File: config.mk
export PLATFORM = sky130hd
export DESIGN_NAME = cursor_move_ctrl
export DESIGN_NICKNAME = d
export VERILOG_FILES = /design/src/rtl/cursor_move_ctrl.sv
export SDC_FILE = /design/constraint.sdc
export NUM_CORES = 1
export LEC_CHECK = 0
export BUFFER_PORTS_ARGS = -buffer_cell sky130_fd_sc_hd__buf_2
export CAP_MARGIN = 15
export CORE_UTILIZATION = 40
export CTS_CLUSTER_DIAMETER = 40
export DETAILED_ROUTE_END_ITERATION = 8
export HOLD_SLACK_MARGIN = 0.06
export PLACE_DENSITY = 0.57
export SYNTH_ARGS = -nofsm -noshare
export SYNTH_HDL_FRONTEND = slang
export SYNTH_SLANG_ARGS = --single-unit
File: constraint.sdc
create_clock -name clk -period 2.6 [get_ports clk]
set_clock_uncertainty 0.1 [all_clocks]
set_input_delay 0.13 -clock clk [delete_from_list [all_inputs] [get_ports clk]]
set_output_delay 0.13 -clock clk [all_outputs]
set_load 0.005 [all_outputs]
File: src/rtl/cursor_move_ctrl.sv
// Cursor step sequencer: encoder/button decode, request arbitration, move pulses.
// Latency: encoder SYNC_STAGES+3 cycles, button SYNC_STAGES+DEBOUNCE+3 cycles.
// Backpressure: requests wait in pending flags while busy; a repeat on a set flag is dropped.
module cursor_move_ctrl #(
  parameter int SYNC_STAGES = 2,
  parameter int DEBOUNCE    = 50000,
  parameter int HOLDOFF     = 1000
) (
  input  logic       clk,
  input  logic       rst,
  input  logic       rot_a,
  input  logic       rot_b,
  input  logic       btn_inc,
  input  logic       btn_dec,
  output logic [1:0] move,
  output logic       busy,
  output logic       drop,
  output logic       enc_err
);

  localparam logic [1:0] ST_IDLE  = 2'd0;
  localparam logic [1:0] ST_ISSUE = 2'd1;
  localparam logic [1:0] ST_HOLD  = 2'd2;

  localparam logic [1:0] MV_UP   = 2'b10;
  localparam logic [1:0] MV_DN   = 2'b01;
  localparam logic [1:0] MV_HOLD = 2'b00;

  localparam int              HW        = (HOLDOFF > 1) ? $clog2(HOLDOFF) : 1;
  localparam logic [HW-1:0]   HOLD_LAST = HW'(HOLDOFF - 1);
  localparam logic [15:0]     DB_LAST   = 16'(DEBOUNCE - 1);

  // Input bundle bit order: {rot_a, rot_b, btn_inc, btn_dec}
  logic [3:0] sync_q [SYNC_STAGES];
  logic [1:0] ab;
  logic [1:0] btn_lvl;

  // Decoder state
  logic              dec_init;
  logic [1:0]        prev_ab;
  logic signed [3:0] acc;
  logic signed [3:0] acc_step;
  logic              step_cw;
  logic              step_ccw;
  logic              step_bad;
  logic              enc_inc_req;
  logic              enc_dec_req;

  // Debouncers, index 1 = inc button, index 0 = dec button
  logic [15:0] db_cnt [2];
  logic [1:0]  db_lvl;
  logic [1:0]  db_lvl_d;
  logic [1:0]  btn_req;

  // Pending flags, bit order {enc_inc, enc_dec, btn_inc, btn_dec}
  logic [3:0] pend;
  logic [3:0] req_vec;
  logic [3:0] cancel_vec;
  logic [3:0] avail;
  logic [3:0] grant;
  logic [3:0] clear_vec;
  logic [3:0] pend_next;
  logic       enc_cancel;
  logic       btn_cancel;
  logic       drop_next;

  // Arbiter FSM
  logic [1:0]    state;
  logic [1:0]    next_state;
  logic [HW-1:0] hold_cnt;
  logic [1:0]    move_next;

  assign ab      = sync_q[SYNC_STAGES-1][3:2];
  assign btn_lvl = sync_q[SYNC_STAGES-1][1:0];

  // Synchronizer chain; encoder rests at 11, buttons at released
  always_ff @(posedge clk) begin
    if (rst) begin
      for (int i = 0; i < SYNC_STAGES; i++) sync_q[i] <= 4'b1100;
    end else begin
      sync_q[0] <= {rot_a, rot_b, btn_inc, btn_dec};
      for (int i = 1; i < SYNC_STAGES; i++) sync_q[i] <= sync_q[i-1];
    end
  end

  // Classify the quadrature transition and compute the saturated accumulator step
  always_comb begin
    step_cw  = 1'b0;
    step_ccw = 1'b0;
    step_bad = 1'b0;
    case ({prev_ab, ab})
      4'b1101, 4'b0100, 4'b0010, 4'b1011: step_cw  = 1'b1;
      4'b1110, 4'b1000, 4'b0001, 4'b0111: step_ccw = 1'b1;
      4'b1100, 4'b0011, 4'b0110, 4'b1001: step_bad = 1'b1;
      default: ;
    endcase
    acc_step = acc;
    if (step_cw && (acc != 4'sd4))
      acc_step = acc + 4'sd1;
    else if (step_ccw && (acc != -4'sd4))
      acc_step = acc - 4'sd1;
  end

  // Quadrature decoder: one request per full detent, checked on return to 11
  always_ff @(posedge clk) begin
    if (rst) begin
      dec_init    <= 1'b1;
      prev_ab     <= 2'b11;
      acc         <= 4'sd0;
      enc_inc_req <= 1'b0;
      enc_dec_req <= 1'b0;
      enc_err     <= 1'b0;
    end else begin
      enc_inc_req <= 1'b0;
      enc_dec_req <= 1'b0;
      enc_err     <= 1'b0;
      if (dec_init) begin
        dec_init <= 1'b0;
        prev_ab  <= ab;
      end else if (step_bad) begin
        enc_err <= 1'b1;
        acc     <= 4'sd0;
        prev_ab <= ab;
      end else if (step_cw || step_ccw) begin
        prev_ab <= ab;
        if (ab == 2'b11) begin
          acc         <= 4'sd0;
          enc_inc_req <= (acc_step == 4'sd4);
          enc_dec_req <= (acc_step == -4'sd4);
        end else begin
          acc <= acc_step;
        end
      end
    end
  end

  // Button debounce: accept a new level after it has differed for DEBOUNCE cycles, request on press
  always_ff @(posedge clk) begin
    if (rst) begin
      for (int i = 0; i < 2; i++) db_cnt[i] <= 16'd0;
      db_lvl   <= 2'b00;
      db_lvl_d <= 2'b00;
      btn_req  <= 2'b00;
    end else begin
      for (int i = 0; i < 2; i++) begin
        if (btn_lvl[i] == db_lvl[i]) begin
          db_cnt[i] <= 16'd0;
        end else if (db_cnt[i] == DB_LAST) begin
          db_cnt[i] <= 16'd0;
          db_lvl[i] <= btn_lvl[i];
        end else begin
          db_cnt[i] <= db_cnt[i] + 16'd1;
        end
      end
      db_lvl_d <= db_lvl;
      btn_req  <= db_lvl & ~db_lvl_d;
    end
  end

  // Pending-flag bookkeeping, cancellation and fixed-priority grant
  always_comb begin
    req_vec    = {enc_inc_req, enc_dec_req, btn_req[1], btn_req[0]};
    enc_cancel = pend[3] & pend[2];
    btn_cancel = pend[1] & pend[0];
    cancel_vec = {enc_cancel, enc_cancel, btn_cancel, btn_cancel};
    avail      = pend & ~cancel_vec;
    grant      = 4'b0000;
    if (state == ST_IDLE) begin
      if (avail[3])      grant = 4'b1000;
      else if (avail[2]) grant = 4'b0100;
      else if (avail[1]) grant = 4'b0010;
      else if (avail[0]) grant = 4'b0001;
    end
    clear_vec = grant | cancel_vec;
    pend_next = req_vec | (pend & ~clear_vec);
    drop_next = (|(req_vec & pend & ~clear_vec)) | enc_cancel | btn_cancel;
  end

  // Next-state and move code for the arbiter
  always_comb begin
    next_state = state;
    move_next  = MV_HOLD;
    case (state)
      ST_IDLE: begin
        if (|grant) begin
          next_state = ST_ISSUE;
          move_next  = (grant[3] | grant[1]) ? MV_UP : MV_DN;
        end
      end
      ST_ISSUE: next_state = ST_HOLD;
      ST_HOLD:  if (hold_cnt == HOLD_LAST) next_state = ST_IDLE;
      default:  next_state = ST_IDLE;
    endcase
  end

  // Registered state, flags and outputs
  always_ff @(posedge clk) begin
    if (rst) begin
      state    <= ST_IDLE;
      hold_cnt <= '0;
      move     <= MV_HOLD;
      busy     <= 1'b0;
      drop     <= 1'b0;
      pend     <= 4'b0000;
    end else begin
      state <= next_state;
      move  <= move_next;
      busy  <= (next_state != ST_IDLE);
      drop  <= drop_next;
      pend  <= pend_next;
      if (state == ST_HOLD)
        hold_cnt <= hold_cnt + 1'b1;
      else
        hold_cnt <= '0;
    end
  end

endmodule

# After elaboration in Yosys (flattened, before gate mapping)
# Memories as Yosys holds them, arrays and structs flattened.
# Cells that the tools add are included.
# classes
reduce_logical	19
div_mod_pow	0
eq_ne	24
n_addsub	5
bitwise	31
n_shift	0
multipliers	0
magnitude_cmp	0
muxes	54
# op_table
cell	count
$mux W16	6
$mux W4	9
$add A16 B1 Y16 const B	2
$eq A16 B16 Y1 const B	2
$mux W1	30
$eq A4 B4 Y1 const B	7
$reduce_or A4 Y1	5
$and A4 B4 Y4	4
$eq A4 B3 Y1 const B	4
$mux W2	7
$or A1 B1 Y1	11
$add A10 B1 Y10 const B	1
$eq A10 B10 Y1 const B	1
$eq A4 B2 Y1 const B	2
$not A1 Y1	8
$not A4 Y4	2
$or A4 B4 Y4	2
$pmux W2 S3	1
$reduce_and A2 Y1	3
$reduce_or A5 Y1	1
$add A4 B2 Y4 const B	1
$eq A2 B2 Y1 const B	2
$eq A4 B1 Y1 const B	1
$ne A4 B3 Y1 const B	1
15 further kinds	20
# word_totals
ramBits	40
rom_bits	0
latch_bits	0
register_bits	36
mem_count	2
# mem_list
memory	depth	width	read_ports	rd_ports_with_merged_regs	write_ports	line	rtl
db_cnt	2	16	2	0	2	50	logic [15:0] db_cnt [2];
sync_q	2	4	2	0	2	34	logic [3:0] sync_q [SYNC_STAGES];

# Depth between registers and ports, before layout
# logic_depth
depth_word	14
mapped_depth	7

# Worst setup path before layout
# Ideal clock, no wire load.
# synth_timing
path_type	register to register
start	register acc[1]
end	register enc_dec_req
setup_ps	92
path_stages_with_launch	8
period_less_slack_ps	1873
slack_ps	727
n_path_buf	0
t_arrival_ps	1682
required_ps	2408
path_cell_list	dfxtp_1 > inv_1 > ha_1 > nand2_1 > or4b_1 > a21oi_1 > a21oi_1 > nor4_1
# synth_via
elab_chain_len	5
word_cells_on_any_way	9
cone_classes	2 x add/sub; 3 x eq/ne; 2 x mux; 2 x reduce/logical
# synth_lines
item	line	rtl
start: declaration	41	logic signed [3:0] acc;
start signal: assignment	131	acc <= acc_step;
branches (longest 3 deep; another with $sub A4 B2 Y4)	--	
$mux W4 *	98	if (step_cw && (acc != 4'sd4))
$eq A4 B3 Y1 *	129	enc_dec_req <= (acc_step == -4'sd4);
end signal: assignment	129	
end: declaration	47	logic enc_dec_req;
# Mark *: on every way between the ends.
# A chain may end at the register's enable or synchronous reset.

# Worst setup path after layout
# Ends and elaborated chain as after synthesis.

==> impl_metrics.yaml <==
run_status:
  run_status: "finished, final reports clean"
cells_and_area:
  fin_area_um2: 4050
  syn_to_final_growth_pct: 13.9
  num-nets-final: 413
  n_antenna_cell: 0
  fill_cells: 878
  layout-drive-gt1-share_pct: 9.58
  fin_util_pct: 46.7
  final_cells: 515
power_and_ir_drop:
  p_total_uw: 2420
  p_per_area_nw_per_um2: 598
  ir_drop_uv: 335
  power_leakage_uw: 0.00150
floorplanning:
  fp-row-count: 34
  initial_core_util_pct: 41.0
  num_io_pins: 11
  die_area_um2: 9280
  core_um2: 8680
  die_h_um: 96.3
  fp.dieW_um: 96.3
timing:
  hold_viol_final: 0
  post-route-min-period_ns: 2.11
  fin_tns_setup_ns: 0
  min_period_over_period_pct: 81.2
  setup_viol: 0
  slew_viol_final: 0
  clock.fmax_mhz: 474
  rsz0062_at_grt: "false"
clock_network:
  cts.repair.resized: 0
  insertion_delay_ns: 0.35
  cts_root_buf: "clkbuf_8"
  cts-buffers-inserted: 9
  clk_path_buf_depth: 2
  cts_tree: "yes"
  h-tree-depth: 3
  cts_setup_buffers: 0
  holdBufCountCts: 4
  cts.sinks: 76
  clk_pin_slew_ns: 0.09
synth:
  yosysTopAreaCell: "edfxtp_1"
  ys_seq_area_share_pct: 51.7
  synth_area_per_cell_um2: 10.0
  synth_edf_count: 32
  ys_types: 53
  ys_warn_count: 0
  syn_inst: 356
  yosys-top-cells-area: "edfxtp_1, dfxtp_1, nor2_1"
  synthArstFlopShare_pct: 0
  syn-cell-area_um2: 3560
  ys_ff_latch: 76
  yosysTopAreaCellShare_pct: 27.0
  synthFlopType: "dfxtp_1"
critical_path:
  critPathKind: "reg2reg"
  path_cells: "inv_1, ha_1, nand2_1, or4b_1, a21oi_1, a21oi_1, nor4_1"
  start_kind: "register"
  cp.arrival_ns: 2.27
  slowest_delay_ns: 0.46
  worst_setup_path_end_kind: "register"
  cp.required_ns: 2.76
  cp_slowest_cell: "dfxtp_1"
  path_max_fanout: 8
  crit_top_cell: "a21oi_1"
drt:
  wl_per_cell_um: 11.0
  vias_per_cell: 4.84
  drcViolationCount: 0
  drtAntennaViolNets: 0
  dr_wl_met3_um: 156
  drtIter0Drc: 141
  dr.max_layer_used: "met4"
  wirelength_um: 5690
  firstDrtPassIters: 5
  met1_length_um: 2960
  routed-via-count: 2494
  dr_wl_met2_um: 2450
global_route:
  grt_pass1_wl_um: 9930
  grt_overflow_total: 0
  grt_max_degree: 22
  gr-usage-all-layers_pct: 14.0
  grt_pass1_vias: 2261
  antenna_found_initial: 0
placement:
  portBuffers: 10
  gp_congestion: 0.813
  hpwlAfterDp_um: 3910
  dp.cells: 495
  place_area_um2: 3800
hold_path:
  hold_class: "in2reg"
run:
  cap_violations: 0
==> cells by family (layout without fill, tap and decap cells) <==
| group | after synthesis | count (layout) | synth area share, % |
|---|---|---|---|
| compound gates | 37 | 37 | 7.07 |
| xor+xnor | 46 | 46 | 11.5 |
| fa+ha+maj | 5 | 5 | 1.76 |
| buf+inv | 18 | 38 | 2.78 |
| flops | 76 | 76 | 51.7 |
| mux | 5 | 5 | 1.44 |
| other cells | 1 | 32 | 0.105 |
| simple gates | 168 | 168 | 23.6 |
==> cells in the final DEF (no fill, tap or decap), drive strengths merged, types with 11 or more instances in the layout <==
cell and n:
xnor2 22, nand3 23, clkbuf 11, xor2 24
edfxtp 32, nor3 13, buf 11, nor2 61
nand2 18, a21oi 11, conb 32, dfxtp 44
==> report_power, final <==
| part | internal [uW] | switching (uW) | leakage, uW |
|---|---|---|---|
| logic | 65.1 | 75.7 | 0.000704 |
| clock network | 514 | 453 | 0.000110 |
| registers | 1280 | 38.7 | 0.000687 |
==> Yosys cell counts (2+ instances only) <==
cell type / n
a211o_1: 2
a21o_1: 3
a21oi_1: 11
a22o_1: 2
a31oi_1: 2
and3_1: 9
and4_1: 2
clkbuf_1: 7
clkbuf_8: 2
dfxtp_1: 44
edfxtp_1: 32
ha_1: 5
inv_1: 7
mux2i_1: 4
nand2_1: 18
nand3_1: 23
nand4_1: 10
nor2_1: 60
nor2b_1: 8
nor3_1: 13
nor4_1: 4
nor4b_1: 2
o21ai_0: 5
or2_2: 7
or3_1: 3
xnor2_1: 22
xor2_1: 23
==> final timing paths <==
path / start / to / slack, ns / depth (start not counted)
worst max-delay path: acc[1] / enc_dec_req / 0.49 / 7
worst min-delay path: rst / pend[0] / 0.08 / 2
worst max register to register: acc[1] / enc_dec_req / 0.49 / 7
worst min register to register: db_lvl_d[0] / btn_req[0] / 0.28 / 1
==> critical path: cells and delay by family, from the launching register on <==
family / cells / cell delay [ns]
and+or+nand+nor: 3 / 0.85
DFF: 1 / 0.46
AOI/OAI and AO/OA: 2 / 0.28
adders and majority gates: 1 / 0.23
buffers and inverters: 1 / 0.10
==> area by class of cell <==
type | count | area, um2 | share of cell area [%]
clock buffer | 11 | 153 | 3.77
tap | 108 | 135 | 3.33
inverter | 7 | 26.3 | 0.648
clock inverter | 5 | 65.1 | 1.60
sequential | 76 | 1840 | 45.4
timing repair buffer | 15 | 97.6 | 2.41
multi-input combinational | 293 | 1740 | 42.8
==> stage by stage <==
stage | hold slack (ns) | setup WS (ns)
2_1_floorplan | 0.0577 | 0.727
3_3_place_gp | 0.218 | 0.587
3_5_place_dp | 0.222 | 0.544
4_1_cts | 0.0656 | 0.494
5_1_grt | 0.110 | 0.325
6_report | 0.0820 | 0.488
==> metal layers <==
metal | GRT usage (%) | vias to the layer above
li1 | - | 1311
met1 | 19.2 | 1133
met2 | 19.9 | 38
met3 | 2.76 | 12
met4 | 8.82 | 0
met5 | 0 | -
==> flip-flops by register name, indices dropped and copies added (netlist names) <==
name	cells
enc_dec_req	1
db_lvl	2
enc_inc_req	1
btn_req	2
dec_init	1
acc	4
state	2
db_cnt	32
move	2
prev_ab	2
db_lvl_d	2
sync_q	8
busy	1
pend	4
enc_err	1
hold_cnt	10
drop	1
(Power assumes the default switching activity.)
